[config.mk]
export PLATFORM = sky130hd
export DESIGN_NAME = game_ctrl
export DESIGN_NICKNAME = d
export VERILOG_FILES = /design/src/rtl/game_pkg.sv /design/src/rtl/game_ctrl_bcd_counter4.sv /design/src/rtl/game_ctrl.sv
export SDC_FILE = /design/constraint.sdc
export NUM_CORES = 1
export LEC_CHECK = 0
export BUFFER_PORTS_ARGS = -buffer_cell sky130_fd_sc_hd__buf_2
export CORE_UTILIZATION = 50
export DETAILED_ROUTE_END_ITERATION = 8
export GPL_ROUTABILITY_DRIVEN = 0
export PLACE_DENSITY = 0.74
export SLEW_MARGIN = 40
export SYNTH_ARGS = -nofsm -noshare
export SYNTH_HDL_FRONTEND = slang
export SYNTH_SLANG_ARGS = --single-unit
export TNS_END_PERCENT = 20
[constraint.sdc]
create_clock -name CLK -period 2.97 [get_ports CLK]
set_clock_uncertainty 0.05 [all_clocks]
set_input_delay 0.594 -clock CLK [delete_from_list [all_inputs] [get_ports CLK]]
set_output_delay 0.594 -clock CLK [all_outputs]
set_load 0.005 [all_outputs]
[src/rtl/game_pkg.sv]
// ---------------------------------------------------------------------------
// game_pkg
// Shared definitions for the dinosaur-runner game controller.
//   game_state_t : 2-bit FSM encoding (IDLE=00, RUN=01, OVER=10)
//   BCD_DIGITS   : number of decimal digits in the score
//   SCORE_W      : score bus width (4 bits per BCD digit)
//   SCORE_MAX    : saturation value of the BCD score
//   H_ACTIVE_DEF / V_ACTIVE_DEF : default visible area of the VGA raster
// ---------------------------------------------------------------------------
package game_pkg;

  typedef enum logic [1:0] {
    IDLE = 2'b00,
    RUN  = 2'b01,
    OVER = 2'b10
  } game_state_t;

  localparam int BCD_DIGITS = 4;
  localparam int SCORE_W    = 4 * BCD_DIGITS;

  localparam logic [SCORE_W-1:0] SCORE_MAX = 16'h9999;

  localparam int H_ACTIVE_DEF = 640;
  localparam int V_ACTIVE_DEF = 480;

endpackage

[src/rtl/game_ctrl_bcd_counter4.sv]
// ---------------------------------------------------------------------------
// bcd_counter4
// Four-digit BCD up-counter that saturates at 9999 instead of wrapping.
// Ports:
//   CLK      in   system clock
//   RESET_N  in   asynchronous active-low reset (count -> 0000)
//   clr      in   synchronous clear, has priority over inc
//   inc      in   increment by one (ignored once the count is 9999)
//   count    out  16-bit packed BCD value, digit 0 in bits [3:0]
// ---------------------------------------------------------------------------
module bcd_counter4
  import game_pkg::*;
(
  input  logic               CLK,
  input  logic               RESET_N,
  input  logic               clr,
  input  logic               inc,
  output logic [SCORE_W-1:0] count
);

  logic [SCORE_W-1:0] count_inc;
  logic               carry;

  // Ripple the +1 through the digits: a 9 rolls to 0 and passes the carry on,
  // any other digit absorbs it.
  always_comb begin
    count_inc = count;
    carry     = 1'b1;
    for (int d = 0; d < BCD_DIGITS; d++) begin
      if (carry) begin
        if (count[4*d +: 4] == 4'd9) begin
          count_inc[4*d +: 4] = 4'd0;
        end else begin
          count_inc[4*d +: 4] = count[4*d +: 4] + 4'd1;
          carry               = 1'b0;
        end
      end
    end
  end

  // The saturation check keeps 9999 from rolling over to 0000.
  always_ff @(posedge CLK or negedge RESET_N) begin
    if (!RESET_N) begin
      count <= '0;
    end else if (clr) begin
      count <= '0;
    end else if (inc && (count != SCORE_MAX)) begin
      count <= count_inc;
    end
  end

endmodule

[src/rtl/game_ctrl.sv]
// ---------------------------------------------------------------------------
// game_ctrl
// Central game-state controller for the dinosaur runner. Collisions between
// the dinosaur and cactus sprites are latched during the visible frame; all
// state, score and speed changes are committed on the falling edge of vs.
//
// Ports:
//   CLK          in   system clock
//   RESET_N      in   asynchronous active-low reset
//   START        in   start/restart request (level, debounced)
//   vs           in   VGA vertical sync, low during blanking
//   row_addr     in   current VGA row (9 bits)
//   col_addr     in   current VGA column (10 bits)
//   px_dinosaur  in   dinosaur sprite pixel lit
//   px_cactus    in   cactus sprite pixel lit
//   game_status  out  1 while running
//   game_state   out  00 IDLE, 01 RUN, 10 OVER
//   speed        out  scroll speed (4 bits)
//   score        out  4-digit BCD score
//   hit          out  one-cycle pulse on RUN -> OVER
//   hiscore      out  BCD high score
//
// Build option: define GAME_CTRL_HISCORE_EN to keep a high-score register;
// without it hiscore is constant zero.
// ---------------------------------------------------------------------------
module game_ctrl
  import game_pkg::*;
#(
  parameter int FRAMES_PER_POINT = 6,
  parameter int SPEED_INIT       = 1,
  parameter int SPEED_MAX        = 15,
  parameter int POINTS_PER_SPEED = 100,
  parameter int H_ACTIVE         = H_ACTIVE_DEF,
  parameter int V_ACTIVE         = V_ACTIVE_DEF
) (
  input  logic               CLK,
  input  logic               RESET_N,
  input  logic               START,
  input  logic               vs,
  input  logic [8:0]         row_addr,
  input  logic [9:0]         col_addr,
  input  logic               px_dinosaur,
  input  logic               px_cactus,
  output logic               game_status,
  output logic [1:0]         game_state,
  output logic [3:0]         speed,
  output logic [SCORE_W-1:0] score,
  output logic               hit,
  output logic [SCORE_W-1:0] hiscore
);

  localparam int FCW = (FRAMES_PER_POINT > 1) ? $clog2(FRAMES_PER_POINT) : 1;
  localparam int PCW = (POINTS_PER_SPEED > 1) ? $clog2(POINTS_PER_SPEED) : 1;

  localparam logic [FCW-1:0] FRAME_LAST = FCW'(FRAMES_PER_POINT - 1);
  localparam logic [PCW-1:0] POINT_LAST = PCW'(POINTS_PER_SPEED - 1);
  localparam logic [9:0]     H_LIM      = 10'(H_ACTIVE);
  localparam logic [8:0]     V_LIM      = 9'(V_ACTIVE);
  localparam logic [3:0]     SPD_INIT   = 4'(SPEED_INIT);
  localparam logic [3:0]     SPD_MAX    = 4'(SPEED_MAX);

  game_state_t    state;
  game_state_t    state_nxt;
  logic           vs_d;
  logic           frame_tick;
  logic           visible;
  logic           hit_latch;
  logic           start_pending;
  logic [FCW-1:0] frame_cnt;
  logic [PCW-1:0] point_cnt;

  logic           waiting;
  logic           start_go;
  logic           run_tick;
  logic           go_over;
  logic           frame_adv;
  logic           point_due;
  logic           score_inc;
  logic           speed_step;

  assign frame_tick = vs_d & ~vs;
  assign visible    = (col_addr < H_LIM) & (row_addr < V_LIM) & vs;

  // Frame-level decisions. A latched hit pre-empts the score update of the
  // same frame, and point_cnt only advances while the score can still move.
  assign waiting    = (state == IDLE) | (state == OVER);
  assign start_go   = frame_tick & start_pending & waiting;
  assign run_tick   = frame_tick & (state == RUN);
  assign go_over    = run_tick & hit_latch;
  assign frame_adv  = run_tick & ~hit_latch;
  assign point_due  = frame_adv & (frame_cnt == FRAME_LAST);
  assign score_inc  = point_due & (score != SCORE_MAX);
  assign speed_step = score_inc & (point_cnt == POINT_LAST);

  always_ff @(posedge CLK or negedge RESET_N) begin
    if (!RESET_N) begin
      vs_d <= 1'b0;
    end else begin
      vs_d <= vs;
    end
  end

  // The tick clears the latches after they have been used in that cycle.
  // A restart request is only remembered outside of RUN.
  always_ff @(posedge CLK or negedge RESET_N) begin
    if (!RESET_N) begin
      hit_latch     <= 1'b0;
      start_pending <= 1'b0;
    end else begin
      if (frame_tick) begin
        hit_latch <= 1'b0;
      end else if (visible && px_dinosaur && px_cactus && (state == RUN)) begin
        hit_latch <= 1'b1;
      end

      if (start_go) begin
        start_pending <= 1'b0;
      end else if (START && waiting) begin
        start_pending <= 1'b1;
      end
    end
  end

  always_ff @(posedge CLK or negedge RESET_N) begin
    if (!RESET_N) begin
      state <= IDLE;
    end else begin
      state <= state_nxt;
    end
  end

  // Next-state logic; the unused encoding 11 falls back to IDLE.
  always_comb begin
    state_nxt   = state;
    game_status = 1'b0;
    case (state)
      IDLE: begin
        if (start_go) state_nxt = RUN;
      end
      RUN: begin
        game_status = 1'b1;
        if (go_over) state_nxt = OVER;
      end
      OVER: begin
        if (start_go) state_nxt = RUN;
      end
      default: begin
        state_nxt = IDLE;
      end
    endcase
  end

  assign game_state = state;

  always_ff @(posedge CLK or negedge RESET_N) begin
    if (!RESET_N) begin
      frame_cnt <= '0;
      point_cnt <= '0;
      speed     <= SPD_INIT;
      hit       <= 1'b0;
    end else begin
      hit <= go_over;

      if (start_go) begin
        frame_cnt <= '0;
      end else if (frame_adv) begin
        frame_cnt <= point_due ? '0 : frame_cnt + 1'b1;
      end

      if (start_go) begin
        point_cnt <= '0;
      end else if (score_inc) begin
        point_cnt <= speed_step ? '0 : point_cnt + 1'b1;
      end

      if (start_go) begin
        speed <= SPD_INIT;
      end else if (speed_step && (speed != SPD_MAX)) begin
        speed <= speed + 4'd1;
      end
    end
  end

  bcd_counter4 u_score (
    .CLK     (CLK),
    .RESET_N (RESET_N),
    .clr     (start_go),
    .inc     (score_inc),
    .count   (score)
  );

`ifdef GAME_CTRL_HISCORE_EN
  logic [SCORE_W-1:0] hiscore_q;

  // Packed BCD orders the same way as plain unsigned, so a direct compare
  // is enough. Only reset clears the high score.
  always_ff @(posedge CLK or negedge RESET_N) begin
    if (!RESET_N) begin
      hiscore_q <= '0;
    end else if (go_over && (score > hiscore_q)) begin
      hiscore_q <= score;
    end
  end

  assign hiscore = hiscore_q;
`else
  assign hiscore = '0;
`endif

endmodule

==> results.md <==
GRT:
- The number of global-route vias before repair is 1718.
- After global routing, the most crowded layer is met2.
- The initial antenna violation count is 0.
- The first global-routing pass estimated 7.990 mm of wire.
- For this run, global-route usage on met3 was measured as 0.05087.
- For this run, global-route usage on met1 was measured as 0.2692.
- Global routing finished with a remaining overflow of 0.
- The met2 capacity usage during global routing is 0.3333.
- Entering global routing, the biggest net connects 37 pins.
- The total routing usage reported by global routing is 0.2084.

Floorplan:
- In this run the horizontal extent of the chip is 69.17 um.
- In this run the vertical extent of the chip is 69.17 um.
- The core region is 4354 um2.
- The starting utilization of the core area is 0.5181.
- The full die area is 4784 um2.
- The number of core rows is 24.
- The I/O pin total is 65.

Synth:
- Yosys printed 0 warnings.
- The cell area that synthesis handed to floorplanning was 2256 um2.
- The number of distinct library cell variants in the gate-level netlist after synthesis is 41.
- The most used flip-flop cell after synthesis is sky130_fd_sc_hd__dfrtp_1.
- The share of the synthesized area in the top cell type is 0.3882.
- Sorting the synthesized cells by how often they occur yields sky130_fd_sc_hd__dfrtp_1 (35), sky130_fd_sc_hd__buf_4 (16), sky130_fd_sc_hd__o21ai_0 (16), sky130_fd_sc_hd__nand2_1 (15), sky130_fd_sc_hd__a21oi_1 (14).
- The largest total area in the synthesized netlist belongs to sky130_fd_sc_hd__dfrtp_1.
- A synthesized cell averages 9.246 um2.
- Yosys instantiated no cell more often than sky130_fd_sc_hd__dfrtp_1.
- The total of flip-flops plus latches after synthesis is 36.
- The number of enable flip-flop cells after synthesis is 0.
- After synthesis, the share of flip-flops with an asynchronous set or reset is 1.000.
- Of the synthesized area, sequential elements account for 0.3999.
- Synthesis produced a netlist whose cell count is 244.
- In the post-synthesis netlist, the biggest area contributors are sky130_fd_sc_hd__dfrtp_1 (39%), sky130_fd_sc_hd__ha_1 (6.7%), sky130_fd_sc_hd__buf_4 (5.3%), sky130_fd_sc_hd__mux2i_1 (4.0%), sky130_fd_sc_hd__o21ai_0 (3.5%).

Pwr:
- The static leakage is 0.001288 uW.
- The power per cell area is 482.9 nW/um2.
- After layout, the design draws a total of 1221 uW.
- The largest vdd supply drop is 0.2965 mV.

Critical path:
- Of all nets on the critical path, the largest fanout is 18.
- The startpoint-to-endpoint class of the critical path is reg -> reg.
- The worst register-to-register path begins at u_score.count[1].
- The type of destination of the critical path is a register.
- The number of cell instances on the worst register-to-register path is 6.
- The signal on the critical path passes through inv_1 -> ha_1 -> nand3b_4 -> or4_1 -> or4_1 -> a21oi_1.
- At the worst endpoint, the required time is 3.14 ns.
- The largest single stage delay on the critical path is 0.77 ns.
- In this run the critical register-to-register path is captured at u_score.count[11].
- The data arrival time of the critical path is 2.60 ns.
- The most frequent cell on the critical path is sky130_fd_sc_hd__or4_1.
- Among all stages on the critical path, the largest delay is contributed by sky130_fd_sc_hd__or4_1.
- The kind of launch point of the worst setup path is a register.
- Setup slack on the worst reg-to-reg path comes out at 0.55 ns.

Clock tree:
- The clock tree synthesis step divided the H-tree into 2 levels.
- Once the clock tree was built, the setup fixing pass inserted 0 buffers.
- Clock-pin slew was measured on the worst setup and hold paths at 0.07 ns.
- Hold repair after CTS inserted 0 buffers.
- TritonCTS built the clock tree.
- The count of instances resized after the clock tree is built is 0.
- The clock passes through at most 2 buffers.
- The latest clock arrival within the worst-skew pair is 0.29 ns.
- The clock drives 36 sinks.
- The clock root buffer is sky130_fd_sc_hd__clkbuf_8.
- The number of CTS-inserted buffers is 5.

STA:
- The fraction of the cycle the final worst path needs is 0.8164.
- The post-layout minimum cycle time is 2.425 ns.
- Setup repair after global routing left no endpoint under its margin.
- The final count of hold timing violations was 0.
- The total negative slack is 0 ns.
- Setup violations remaining at the end of the flow were counted as 0.
- The maximum achievable frequency is 412.4 MHz.
- In this run the tightest slew margin relative to its limit is 0.6066.
- The number of max-slew violations in the final report is 0.
- At the pin with the least slew margin, the transition time is 0.5856 ns.
- Hold is met by 0.2006 ns.

Detailed routing:
- For this run, design rule violations remaining after detail routing come to 0.
- The number of design-rule violations left by the first detailed-router iteration is 93.
- The detail-routed via count per cell is 5.710.
- The via total after detailed routing is 1907.
- The routed wire length is 4.489 mm.
- The post-detailed-route count of antenna-violating nets is 0.
- The average wire per cell in the routed design is 13.44 um.
- The first TritonRoute pass finished after 4 iterations.

Layout:
- Counting the fill cells in the layout gives 391.
- The area growth from synthesis to final layout is 12.09%.
- In the final layout, flip-flops and latches occupy 902.1 um2.
- The multi-input combinational cells in the finished layout cover a total of 1206 um2.
- The repair_antennas step left the layout with diodes totalling 0.
- The fraction of final layout cells with drive strength greater than 1 is 0.1879.
- In the final design database the tool counted 318 nets.

Status:
- The flow ran to the end, and the final reports show no timing, DRC or antenna violations.

Placement:
- The half-perimeter wire length after placement is 3.175 mm.
- The quantity of I/O buffers inserted on ports is 36.

Hold path:
- The min-delay analysis places its worst path in the category in -> async.

Run:
- Max-cap violations in this run came to 0.
[metal layers]
metal	routed length, um	vias to the layer above
li1	-	942
met4	74	0
met2	2130	57
met1	2090	901
met3	193	7
met5	0	-
[kinds of logic (layout without fill, tap and decap cells)]
group | after synthesis | count (layout) | synth area share
adders and majority gates | 12 | 12 | 0.06655
DFF | 36 | 36 | 0.3999
xor gates and xnor gates | 1 | 1 | 0.003883
muxes | 9 | 9 | 0.03994
other | 1 | 16 | 0.001662
and+or+nand+nor | 95 | 95 | 0.2551
AOI/OAI and AO/OA | 52 | 52 | 0.1425
buffers and inverters | 38 | 61 | 0.09040
[layout by cell type (no fill, tap or decap), drive strengths merged, types with 4 or more instances in the layout]
cell	synthesis	final
or4	9	9
nor4	5	5
nor3	6	6
or3	7	7
a21oi	14	14
ha	12	12
nor2	11	11
nand2	15	15
dfrtp	35	35
buf	18	41
a21o	4	4
nand3b	5	5
nand4	5	5
mux2i	9	9
o21ai	16	16
inv	12	12
nand3	12	12
conb	1	16
a31oi	4	4
o31ai	4	4
and3	6	6
and2	4	4
clkbuf	8	8
[metrics by stage]
step / worst slack (ns) / area [um2] / std cells / util
4_1_cts: 0.5406 / 2526 / 334 / 0.5802
3_3_place_gp: 0.5030 / 2436 / 326 / 0.5595
3_5_place_dp: 0.4626 / 2436 / 326 / 0.5595
5_1_grt: 0.3950 / 2529 / 334 / 0.5807
2_1_floorplan: 0.8498 / 2312 / 259 / -
6_report: 0.5452 / 2529 / 334 / 0.5807
[flip-flops by register name, indices dropped and copies added, names as in the netlist]
register and flops:
game_state 2, speed 4, start_pending 1, u_score.count 16, frame_cnt 3, hit 1
hit_latch 1, vs_d 1, point_cnt 7
[cell type report]
cell class,count,share of cell area
tap,52,0.02573
timing repair buffer,41,0.08709
inverter,12,0.01781
sequential,36,0.3568
multi-input combinational,185,0.4770
clock buffer,8,0.03563
[critical path: cells and delay by family, from the launching register on]
family | cells | cell delay [ns]
fa+ha+maj | 1 | 0.20
simple gates | 3 | 1.46
flops | 1 | 0.42
buf+inv | 1 | 0.07
compound gates | 1 | 0.15
[worst max-delay path by stage]
| stage | from | to | slack [ns] | cells after the start |
|---|---|---|---|---|
| detailed placement | vs | u_score.count[11] | 0.46 | 5 |
| finish | u_score.count[1] | u_score.count[11] | 0.55 | 6 |
| CTS | u_score.count[1] | u_score.count[11] | 0.54 | 6 |
| global route | u_score.count[1] | u_score.count[11] | 0.39 | 6 |
| global placement | vs | u_score.count[11] | 0.50 | 5 |
| floorplan | u_score.count[1] | u_score.count[11] | 0.85 | 7 |
[power breakdown]
part           internal, uW  leakage [uW]  switching [uW]  total (uW)
logic                   112      0.000755             136         249
registers               544      0.000488            64.1         608
clock network           189     0.0000455             175         364
total                   846       0.00129             375        1220
(Power assumes the default switching activity.)
